### src/rtl/radix4_mult_ctrl_param_if.sv
// Operand-load / compute handshake bundle between the board side and the
// radix-4 multiplier controller. Widths derive from WIDTH and CHUNK.
interface radix4_mult_ctrl_param_if #(
  parameter int WIDTH = 16,
  parameter int CHUNK = 8
);
  localparam int NCHUNK = WIDTH / CHUNK;
  localparam int NITER  = WIDTH / 2;
  localparam int CW     = (NCHUNK > 1) ? $clog2(NCHUNK) : 1;
  localparam int IW     = (NITER > 1) ? $clog2(NITER) : 1;

  logic          start_i;
  logic          get_i;
  logic          reuse_b_i;
  logic          a_ld_o;
  logic          b_ld_o;
  logic [CW-1:0] chunk_sel_o;
  logic          pr_rst_o;
  logic          last_bit_o;
  logic          pr_ld_o;
  logic          shift_en_o;
  logic [IW-1:0] iter_o;
  logic          busy_o;
  logic          ready_o;

  modport master (
    output start_i, get_i, reuse_b_i,
    input  a_ld_o, b_ld_o, chunk_sel_o, pr_rst_o, last_bit_o,
           pr_ld_o, shift_en_o, iter_o, busy_o, ready_o
  );

  modport slave (
    input  start_i, get_i, reuse_b_i,
    output a_ld_o, b_ld_o, chunk_sel_o, pr_rst_o, last_bit_o,
           pr_ld_o, shift_en_o, iter_o, busy_o, ready_o
  );
endinterface

### src/rtl/radix4_mult_ctrl_param.sv
// Radix-4 Booth multiplier controller: loads A and B chunk-wise over a level
// get handshake, then runs WIDTH/2 iterations and pulses ready.
module radix4_mult_ctrl_param #(
  parameter int WIDTH = 16,
  parameter int CHUNK = 8
) (
  input  logic                         clk,
  input  logic                         rst,
  radix4_mult_ctrl_param_if.slave      bus
);
  localparam int NCHUNK = WIDTH / CHUNK;
  localparam int NITER  = WIDTH / 2;
  localparam int CW     = (NCHUNK > 1) ? $clog2(NCHUNK) : 1;
  localparam int IW     = (NITER > 1) ? $clog2(NITER) : 1;

  localparam logic [CW-1:0] LAST_CHUNK = CW'(NCHUNK - 1);
  localparam logic [IW-1:0] LAST_ITER  = IW'(NITER - 1);

  localparam logic [2:0] S_IDLE   = 3'd0;
  localparam logic [2:0] S_WAIT_A = 3'd1;
  localparam logic [2:0] S_LD_A   = 3'd2;
  localparam logic [2:0] S_WAIT_B = 3'd3;
  localparam logic [2:0] S_LD_B   = 3'd4;
  localparam logic [2:0] S_INIT   = 3'd5;
  localparam logic [2:0] S_CALC   = 3'd6;
  localparam logic [2:0] S_DONE   = 3'd7;

  logic [2:0]    state_q, state_d;
  logic [CW-1:0] chunk_q, chunk_d;
  logic [IW-1:0] iter_q,  iter_d;
  logic          reuse_q, reuse_d;
  logic          bval_q,  bval_d;

  always_comb begin
    state_d = state_q;
    chunk_d = chunk_q;
    iter_d  = iter_q;
    reuse_d = reuse_q;
    bval_d  = bval_q;
    case (state_q)
      S_IDLE: begin
        if (bus.start_i) begin
          state_d = S_WAIT_A;
          chunk_d = '0;
          reuse_d = bus.reuse_b_i & bval_q;
        end
      end
      S_WAIT_A: if (bus.get_i) state_d = S_LD_A;
      S_LD_A: begin
        // A chunk completes on the falling get; the last one skips B when reusing
        if (!bus.get_i) begin
          if (chunk_q < LAST_CHUNK) begin
            chunk_d = chunk_q + 1'b1;
            state_d = S_WAIT_A;
          end else begin
            chunk_d = '0;
            state_d = reuse_q ? S_INIT : S_WAIT_B;
          end
        end
      end
      S_WAIT_B: if (bus.get_i) state_d = S_LD_B;
      S_LD_B: begin
        if (!bus.get_i) begin
          if (chunk_q < LAST_CHUNK) begin
            chunk_d = chunk_q + 1'b1;
            state_d = S_WAIT_B;
          end else begin
            chunk_d = '0;
            bval_d  = 1'b1;
            state_d = S_INIT;
          end
        end
      end
      S_INIT: begin
        iter_d  = '0;
        state_d = S_CALC;
      end
      S_CALC: begin
        if (iter_q == LAST_ITER) begin
          iter_d  = '0;
          state_d = S_DONE;
        end else begin
          iter_d = iter_q + 1'b1;
        end
      end
      default: state_d = S_IDLE;
    endcase
  end

  always_ff @(posedge clk or posedge rst) begin
    if (rst) begin
      state_q <= S_IDLE;
      chunk_q <= '0;
      iter_q  <= '0;
      reuse_q <= 1'b0;
      bval_q  <= 1'b0;
    end else begin
      state_q <= state_d;
      chunk_q <= chunk_d;
      iter_q  <= iter_d;
      reuse_q <= reuse_d;
      bval_q  <= bval_d;
    end
  end

  assign bus.a_ld_o      = (state_q == S_LD_A);
  assign bus.b_ld_o      = (state_q == S_LD_B);
  assign bus.chunk_sel_o = chunk_q;
  assign bus.pr_rst_o    = (state_q == S_INIT);
  assign bus.last_bit_o  = (state_q == S_INIT);
  assign bus.pr_ld_o     = (state_q == S_CALC);
  assign bus.shift_en_o  = (state_q == S_CALC);
  assign bus.iter_o      = (state_q == S_CALC) ? iter_q : '0;
  assign bus.busy_o      = (state_q != S_IDLE);
  assign bus.ready_o     = (state_q == S_DONE);
endmodule

### src/flat_wrapper.sv
// flat-port wrapper written by rule: the top's interface ports become plain ports
module radix4_mult_ctrl_param_flat 
#(
  parameter int WIDTH = 16,
  parameter int CHUNK = 8
)
  (clk, rst, bus_start_i, bus_get_i, bus_reuse_b_i, bus_a_ld_o, bus_b_ld_o, bus_chunk_sel_o, bus_pr_rst_o, bus_last_bit_o, bus_pr_ld_o, bus_shift_en_o, bus_iter_o, bus_busy_o, bus_ready_o);
  radix4_mult_ctrl_param_if #(.WIDTH(WIDTH), .CHUNK(CHUNK)) bus_i ();
  input  logic clk;
  input  logic rst;
  input wire logic [$bits(bus_i.start_i)-1:0] bus_start_i;
  input wire logic [$bits(bus_i.get_i)-1:0] bus_get_i;
  input wire logic [$bits(bus_i.reuse_b_i)-1:0] bus_reuse_b_i;
  output wire logic [$bits(bus_i.a_ld_o)-1:0] bus_a_ld_o;
  output wire logic [$bits(bus_i.b_ld_o)-1:0] bus_b_ld_o;
  output wire logic [$bits(bus_i.chunk_sel_o)-1:0] bus_chunk_sel_o;
  output wire logic [$bits(bus_i.pr_rst_o)-1:0] bus_pr_rst_o;
  output wire logic [$bits(bus_i.last_bit_o)-1:0] bus_last_bit_o;
  output wire logic [$bits(bus_i.pr_ld_o)-1:0] bus_pr_ld_o;
  output wire logic [$bits(bus_i.shift_en_o)-1:0] bus_shift_en_o;
  output wire logic [$bits(bus_i.iter_o)-1:0] bus_iter_o;
  output wire logic [$bits(bus_i.busy_o)-1:0] bus_busy_o;
  output wire logic [$bits(bus_i.ready_o)-1:0] bus_ready_o;
  assign bus_i.start_i = bus_start_i;
  assign bus_i.get_i = bus_get_i;
  assign bus_i.reuse_b_i = bus_reuse_b_i;
  assign bus_a_ld_o = bus_i.a_ld_o;
  assign bus_b_ld_o = bus_i.b_ld_o;
  assign bus_chunk_sel_o = bus_i.chunk_sel_o;
  assign bus_pr_rst_o = bus_i.pr_rst_o;
  assign bus_last_bit_o = bus_i.last_bit_o;
  assign bus_pr_ld_o = bus_i.pr_ld_o;
  assign bus_shift_en_o = bus_i.shift_en_o;
  assign bus_iter_o = bus_i.iter_o;
  assign bus_busy_o = bus_i.busy_o;
  assign bus_ready_o = bus_i.ready_o;
  radix4_mult_ctrl_param #(.WIDTH(WIDTH), .CHUNK(CHUNK)) u_core (.clk(clk), .rst(rst), .bus(bus_i));
endmodule
### config.mk
export PLATFORM = sky130hd
export DESIGN_NAME = radix4_mult_ctrl_param_flat
export DESIGN_NICKNAME = d
export VERILOG_FILES = /design/src/rtl/radix4_mult_ctrl_param_if.sv /design/src/rtl/radix4_mult_ctrl_param.sv /design/src/flat_wrapper.sv
export SDC_FILE = /design/constraint.sdc
export NUM_CORES = 1
export LEC_CHECK = 0
export ABC_AREA = 1
export CAP_MARGIN = 20
export CORE_UTILIZATION = 30
export DETAILED_ROUTE_END_ITERATION = 16
export SLEW_MARGIN = 20
export SYNTH_ARGS = -nofsm -noshare
export SYNTH_HDL_FRONTEND = slang
export SYNTH_SLANG_ARGS = --single-unit
### constraint.sdc
create_clock -name clk -period 1.7 [get_ports clk]
set_clock_uncertainty 0.15 [all_clocks]
set_input_delay 0.255 -clock clk [delete_from_list [all_inputs] [get_ports clk]]
set_output_delay 0.255 -clock clk [all_outputs]
set_load 0.1 [all_outputs]
=== Word-level counts from Yosys, hierarchy flattened ===
Index checks and enable logic that the tools add are counted.

* Flip-flop bits (word level): 9
* Input bits: 5
* Output and inout bits: 12
* Logic and storage cells: 52

* Add/subtract/negate cells: 2
* $lt $le $gt $ge: 1
* Eq/ne operators: 15
* Mux-type cells: 17
* Bitwise gates (word level): 3
* Reductions and logical operators: 9

{| class="wikitable"
|+ Operator list
! cell !! count
|-
| 3-bit two-way mux || 11
|-
| 3-bit case mux with 7 select lines || 1
|-
| 3-bit equality test, second input constant || 5
|-
| 2-bit != test, second input constant || 6
|-
| 3-bit by 2-bit equality test with 1-bit output, second input constant || 2
|-
| 3-bit case mux with 2 select lines || 1
|-
| 3-bit AND reduction || 2
|-
| 6-bit AND reduction || 1
|-
| 2-bit nonzero test || 2
|-
| 3-bit by 1-bit adder with 3-bit output, second input constant || 1
|-
| 3-bit by 1-bit equality test with 1-bit output, second input constant || 1
|-
| 3-bit logical NOT || 1
|-
| 1-bit two-way mux || 3
|-
| 3-bit nonzero test || 1
|-
| 2-bit by 1-bit != test with 1-bit output, second input constant || 1
|-
| 1-bit inverter || 2
|-
| 1-bit case mux with 2 select lines || 1
|-
| 2-bit AND reduction || 1
|-
| 2-bit OR reduction || 1
|-
| 1-bit adder, second input constant || 1
|-
| 1-bit bitwise AND || 1
|-
| 1-bit less-than comparator, second input constant || 1
|}

=== Logic depth before layout (Yosys ltp) ===
* Depth after elaboration: 4
* Mapped depth: 8
* Gate-level depth less buffers: 8

=== Worst setup path after synthesis ===
OpenSTA, ideal clock, no wires.

* Path kind: reg-to-reg
* Start point: register u_core.state_q[0]
* End point: register u_core.state_q[1]
* Library setup time: 0.065 ns
* Data arrival time: 2.277 ns
* Data required time: 1.485 ns
* Slack: -0.792 ns
* Stages on the path, launching flop included: 8
* Path buffers: 0
* Period minus slack after synthesis: 2.492 ns
* Path through: dfrtp_1 > inv_2 > nand2_1 > nor2_1 > nand3_1 > nand3_1 > nand2_1 > nand2_1

* Cells in the longest elaborated chain, start to end: 3
* Elaborated cells on any way between the ends: 15
* Those cells by class: 12 x eq/ne; 1 x mux; 2 x reduce/logical

{| class="wikitable"
|+ Ends and longest elaborated chain
! what !! RTL line !! RTL
|-
| from (decl) || radix4_mult_ctrl_param.sv:28 || <nowiki>logic [2:0] state_q, state_d;</nowiki>
|-
| from (signal assigned) || radix4_mult_ctrl_param.sv:98 || <nowiki>state_q <= state_d;</nowiki>
|-
| 3-bit by 2-bit equality test with 1-bit output * || - ||
|-
| named net bus_a_ld_o || flat_wrapper.sv:14 || <nowiki>output wire logic [$bits(bus_i.a_ld_o)-1:0] bus_a_ld_o;</nowiki>
|-
| 2-bit != test (no source line) || - ||
|-
| 6-bit AND reduction (no source line) || - ||
|}

Mark *: on every way through the listed nets, which the timed path passes. The rest lies on a longest branch.
A chain may end at the register's enable or synchronous reset.

=== Worst setup path in the final report ===
* Start point: register u_core.state_q[0]
* End point: output port bus_iter_o[1]

* Cells in the longest elaborated chain, start to end: 2

{| class="wikitable"
|+ Ends and longest elaborated chain
! what !! RTL line !! RTL
|-
| 3-bit equality test || radix4_mult_ctrl_param.sv:113 || <nowiki>assign bus.iter_o = (state_q == S_CALC) ? iter_q : '0;</nowiki>
|-
| 3-bit two-way mux || radix4_mult_ctrl_param.sv:113 ||
|-
| to (decl) || flat_wrapper.sv:21 || <nowiki>output wire logic [$bits(bus_i.iter_o)-1:0] bus_iter_o;</nowiki>
|}

Every way passes these cells.

==> qor.csv <==
metric,value,unit
holdCritPathClass,primary input to asynchronous set/reset pin,
failed_checks,setup timing,
floorplan.die.height,47.7,um
layout.cells.most_common,sky130_fd_sc_hd__nand2_1,
rsz0062_at_grt,true,
num-fill-cells,187,
cts_hold_repair.buffers,0,
top_flip_flop_cell_by_instance_count_after_synthesis,sky130_fd_sc_hd__dfrtp_1,
crit_arrival,1320,ps
gr-usage-all-layers,16.7,%
cap_violations,0,
starting_utilization_of_the_core_area,31.9,%
met2_layer_wire_length_in_the_routed_design,876,um
maxSlewHeadroom,74.4,%
leakagePower,0.000536,uW
first_pass_grt_wire_length,2590,um
syn_warnings,0,
core.rowCount,16,
timing.critical_path.slowest_cell_delay,480,ps
design.final.nets,130,
highest-signal-layer,met4,
commonest_cells_after_routing_fill_and_taps_aside,"sky130_fd_sc_hd__nand2_1, sky130_fd_sc_hd__buf_4, sky130_fd_sc_hd__buf_12",
postLayoutSetupSlackWorst,-22.1,ps
max_fo_critical_path,6,
worst_skew_pair.late_latency,280,ps
initialDrtViolationCount,11,
synthDistinctLibCells,18,
start_kind,flop,
routed_via_density,4.68,
route.detailed.drc,0,
clock-root-buffer,sky130_fd_sc_hd__clkbuf_4,
synth_largest_area_cell,sky130_fd_sc_hd__dfrtp_1,
share_of_synthesized_flip_flops_with_an_asynchronous_set_or_reset,100,%
postPlaceCellArea,955,um2
detailed_place_hpwl,1100,um
synth_top_cells_by_area,"sky130_fd_sc_hd__dfrtp_1, sky130_fd_sc_hd__nand2_1, sky130_fd_sc_hd__inv_1, sky130_fd_sc_hd__nand3_1, sky130_fd_sc_hd__nor2_1",
syn2layout_area_growth,81.8,%
die-width,47.7,um
antenna_found_initial,0,
detailedRoute.firstPassIterationCount,4,
place_worst_setup_slack,108,ps
design.die.area,2270,um2
post_synthesis_instance_area,626,um2
timing.rr.end,u_core.state_q[0]$_DFFE_PP0P_,
layoutNonFillerInstCount,149,
critical_path_buf_inv_count,2,
synth-edff-count,0,
end_kind,output pin,
layout_worst_path_cycle_share,101,%
synth_seq_cells,9,
max_slew.worst_pin.slew,383,ps
placed_cells,131,
synth_fp_nets,99,
fmax,0.581,GHz
tritoncts.num_buffers,3,
cts_buffer_depth,2,
synth.yosys.seq_area_share,36.0,%
fraction_of_layout_cells_with_a_size_suffix_above_1,42.6,%
vias,697,
design.core.area,1960,um2
grt_start_max_net_pins,10,
minimum_clock_period_after_layout,1720,ps
type_of_the_setup_path_with_the_least_slack,flop to output pin,
critical_path.cell_chain,inv_4 -> nand3_4 -> nor2_4 -> buf_12,
average_footprint_of_a_synthesized_cell,6.80,um2
detail_route.wl_per_cell,11.5,um
run_status,"finished, violations left",
globalRoute.totalOverflow,0,
timing.critical_path.slowest_stage_cell,sky130_fd_sc_hd__dfrtp_2,
hold_viol,0,
critical_path.reg2reg.startpoint,u_core.state_q[2]$_DFFE_PP0P_,
clock_tree_from_tritoncts,built,
stdcell_area,1140,um2
buffer_ports.inserted,16,
final_setup_violation_count,6,
ir_worst_vdd,0.000911,V
wl_met1,714,um
rrSetupSlack,160,ps
path_delay_family,flip-flops,
cts_max_level,1,
vias_in_the_first_global_route,591,
clkTransAtPathRegs,70,ps
clock_sink_count,9,
ioPinCount,17,
worst_r2r_path_depth,8,
power_density,1830,nW/um2
timing.final.max_slew_violations,0,
met3RoutedLength,81,um
synthesis.instances,92,
finalWeightedCongestion,0.840,
count_of_antenna_diodes_in_the_layout,0,
final_antenna_net_count,0,
timing.critical_path.required,1290,ps
routed_wirelength,1710,um
yosys.area.top_type_share,36.0,%
[power by group]
part,switching (uW),internal (uW)
logic,879,589
registers,139,300
clock network,89.6,91.2
[timing repair]
action / CTS / global route
pin swaps: 2 / 5
setup buffers: 11 / 3
setup endpoints to repair: 11 / 11
cloned: 0 / 0
resized for setup: 9 / 4
[through the flow]
stage	power [uW]	setup TNS, ps	utilization [%]	hold WS, ps
after floorplan	1300	-1100	-	-67.1
after detailed placement	1580	0	48.7	326
after CTS	1990	-113	56.1	115
after global routing	2210	-588	58.0	129
final	2090	-82.6	58.0	109
after global placement	1570	0	48.7	331
[cells in the mapped netlist (3+ instances only)]
cell                       n
sky130_fd_sc_hd__buf_4     3
sky130_fd_sc_hd__dfrtp_1   9
sky130_fd_sc_hd__inv_1    14
sky130_fd_sc_hd__nand2_1  25
sky130_fd_sc_hd__nand3_1  10
sky130_fd_sc_hd__nor2_1   10
sky130_fd_sc_hd__nor2_2    3
sky130_fd_sc_hd__o21ai_1   3
[logic make-up after synthesis]
kind of cell / synth area share [%]
and+or+nand+nor: 37.8
buffers and inverters: 15.0
AOI/OAI and AO/OA: 7.20
DFF: 36.0
adders and majority gates: 4.00
[state kept, by name (all words and copies together) (netlist names)]
name / cells
u_core.iter_q: 3
u_core.state_q: 3
u_core.bus.chunk_sel_o: 1
u_core.bval_q: 1
u_core.reuse_q: 1
[layout make-up]
type	instances	area, um2	area share [%]
Timing Repair Buffer	30	389	34.2
Clock buffer	4	26.3	2.31
Multi-Input combinational cell	63	387	34.0
Tap cell	27	33.8	2.97
Sequential cell	9	229	20.1
Inverter	16	72.6	6.38
[metal layers]
layer / up-vias / global-route usage, %
met4: 0 / 8.33
li1: 343 / -
met3: 5 / 3.02
met2: 25 / 26.0
met1: 324 / 22.2
met5: - / 0
[how the worst max path moves through the flow]
stage | start | end | slack [ps] | depth (start not counted)
2_1_floorplan | u_core.state_q[0]$_DFFE_PP0P_ | bus_iter_o[0] | -210 | 3
3_3_place_gp | u_core.state_q[2]$_DFFE_PP0P_ | bus_iter_o[0] | 100 | 3
3_5_place_dp | u_core.state_q[1]$_DFFE_PP0P_ | bus_b_ld_o | 110 | 4
4_1_cts | u_core.state_q[0]$_DFFE_PP0P_ | bus_iter_o[0] | -40 | 4
5_1_grt | u_core.state_q[0]$_DFFE_PP0P_ | bus_iter_o[1] | -80 | 4
6_report | u_core.state_q[0]$_DFFE_PP0P_ | bus_iter_o[1] | -20 | 4
Power figures use the tool's default switching activity.
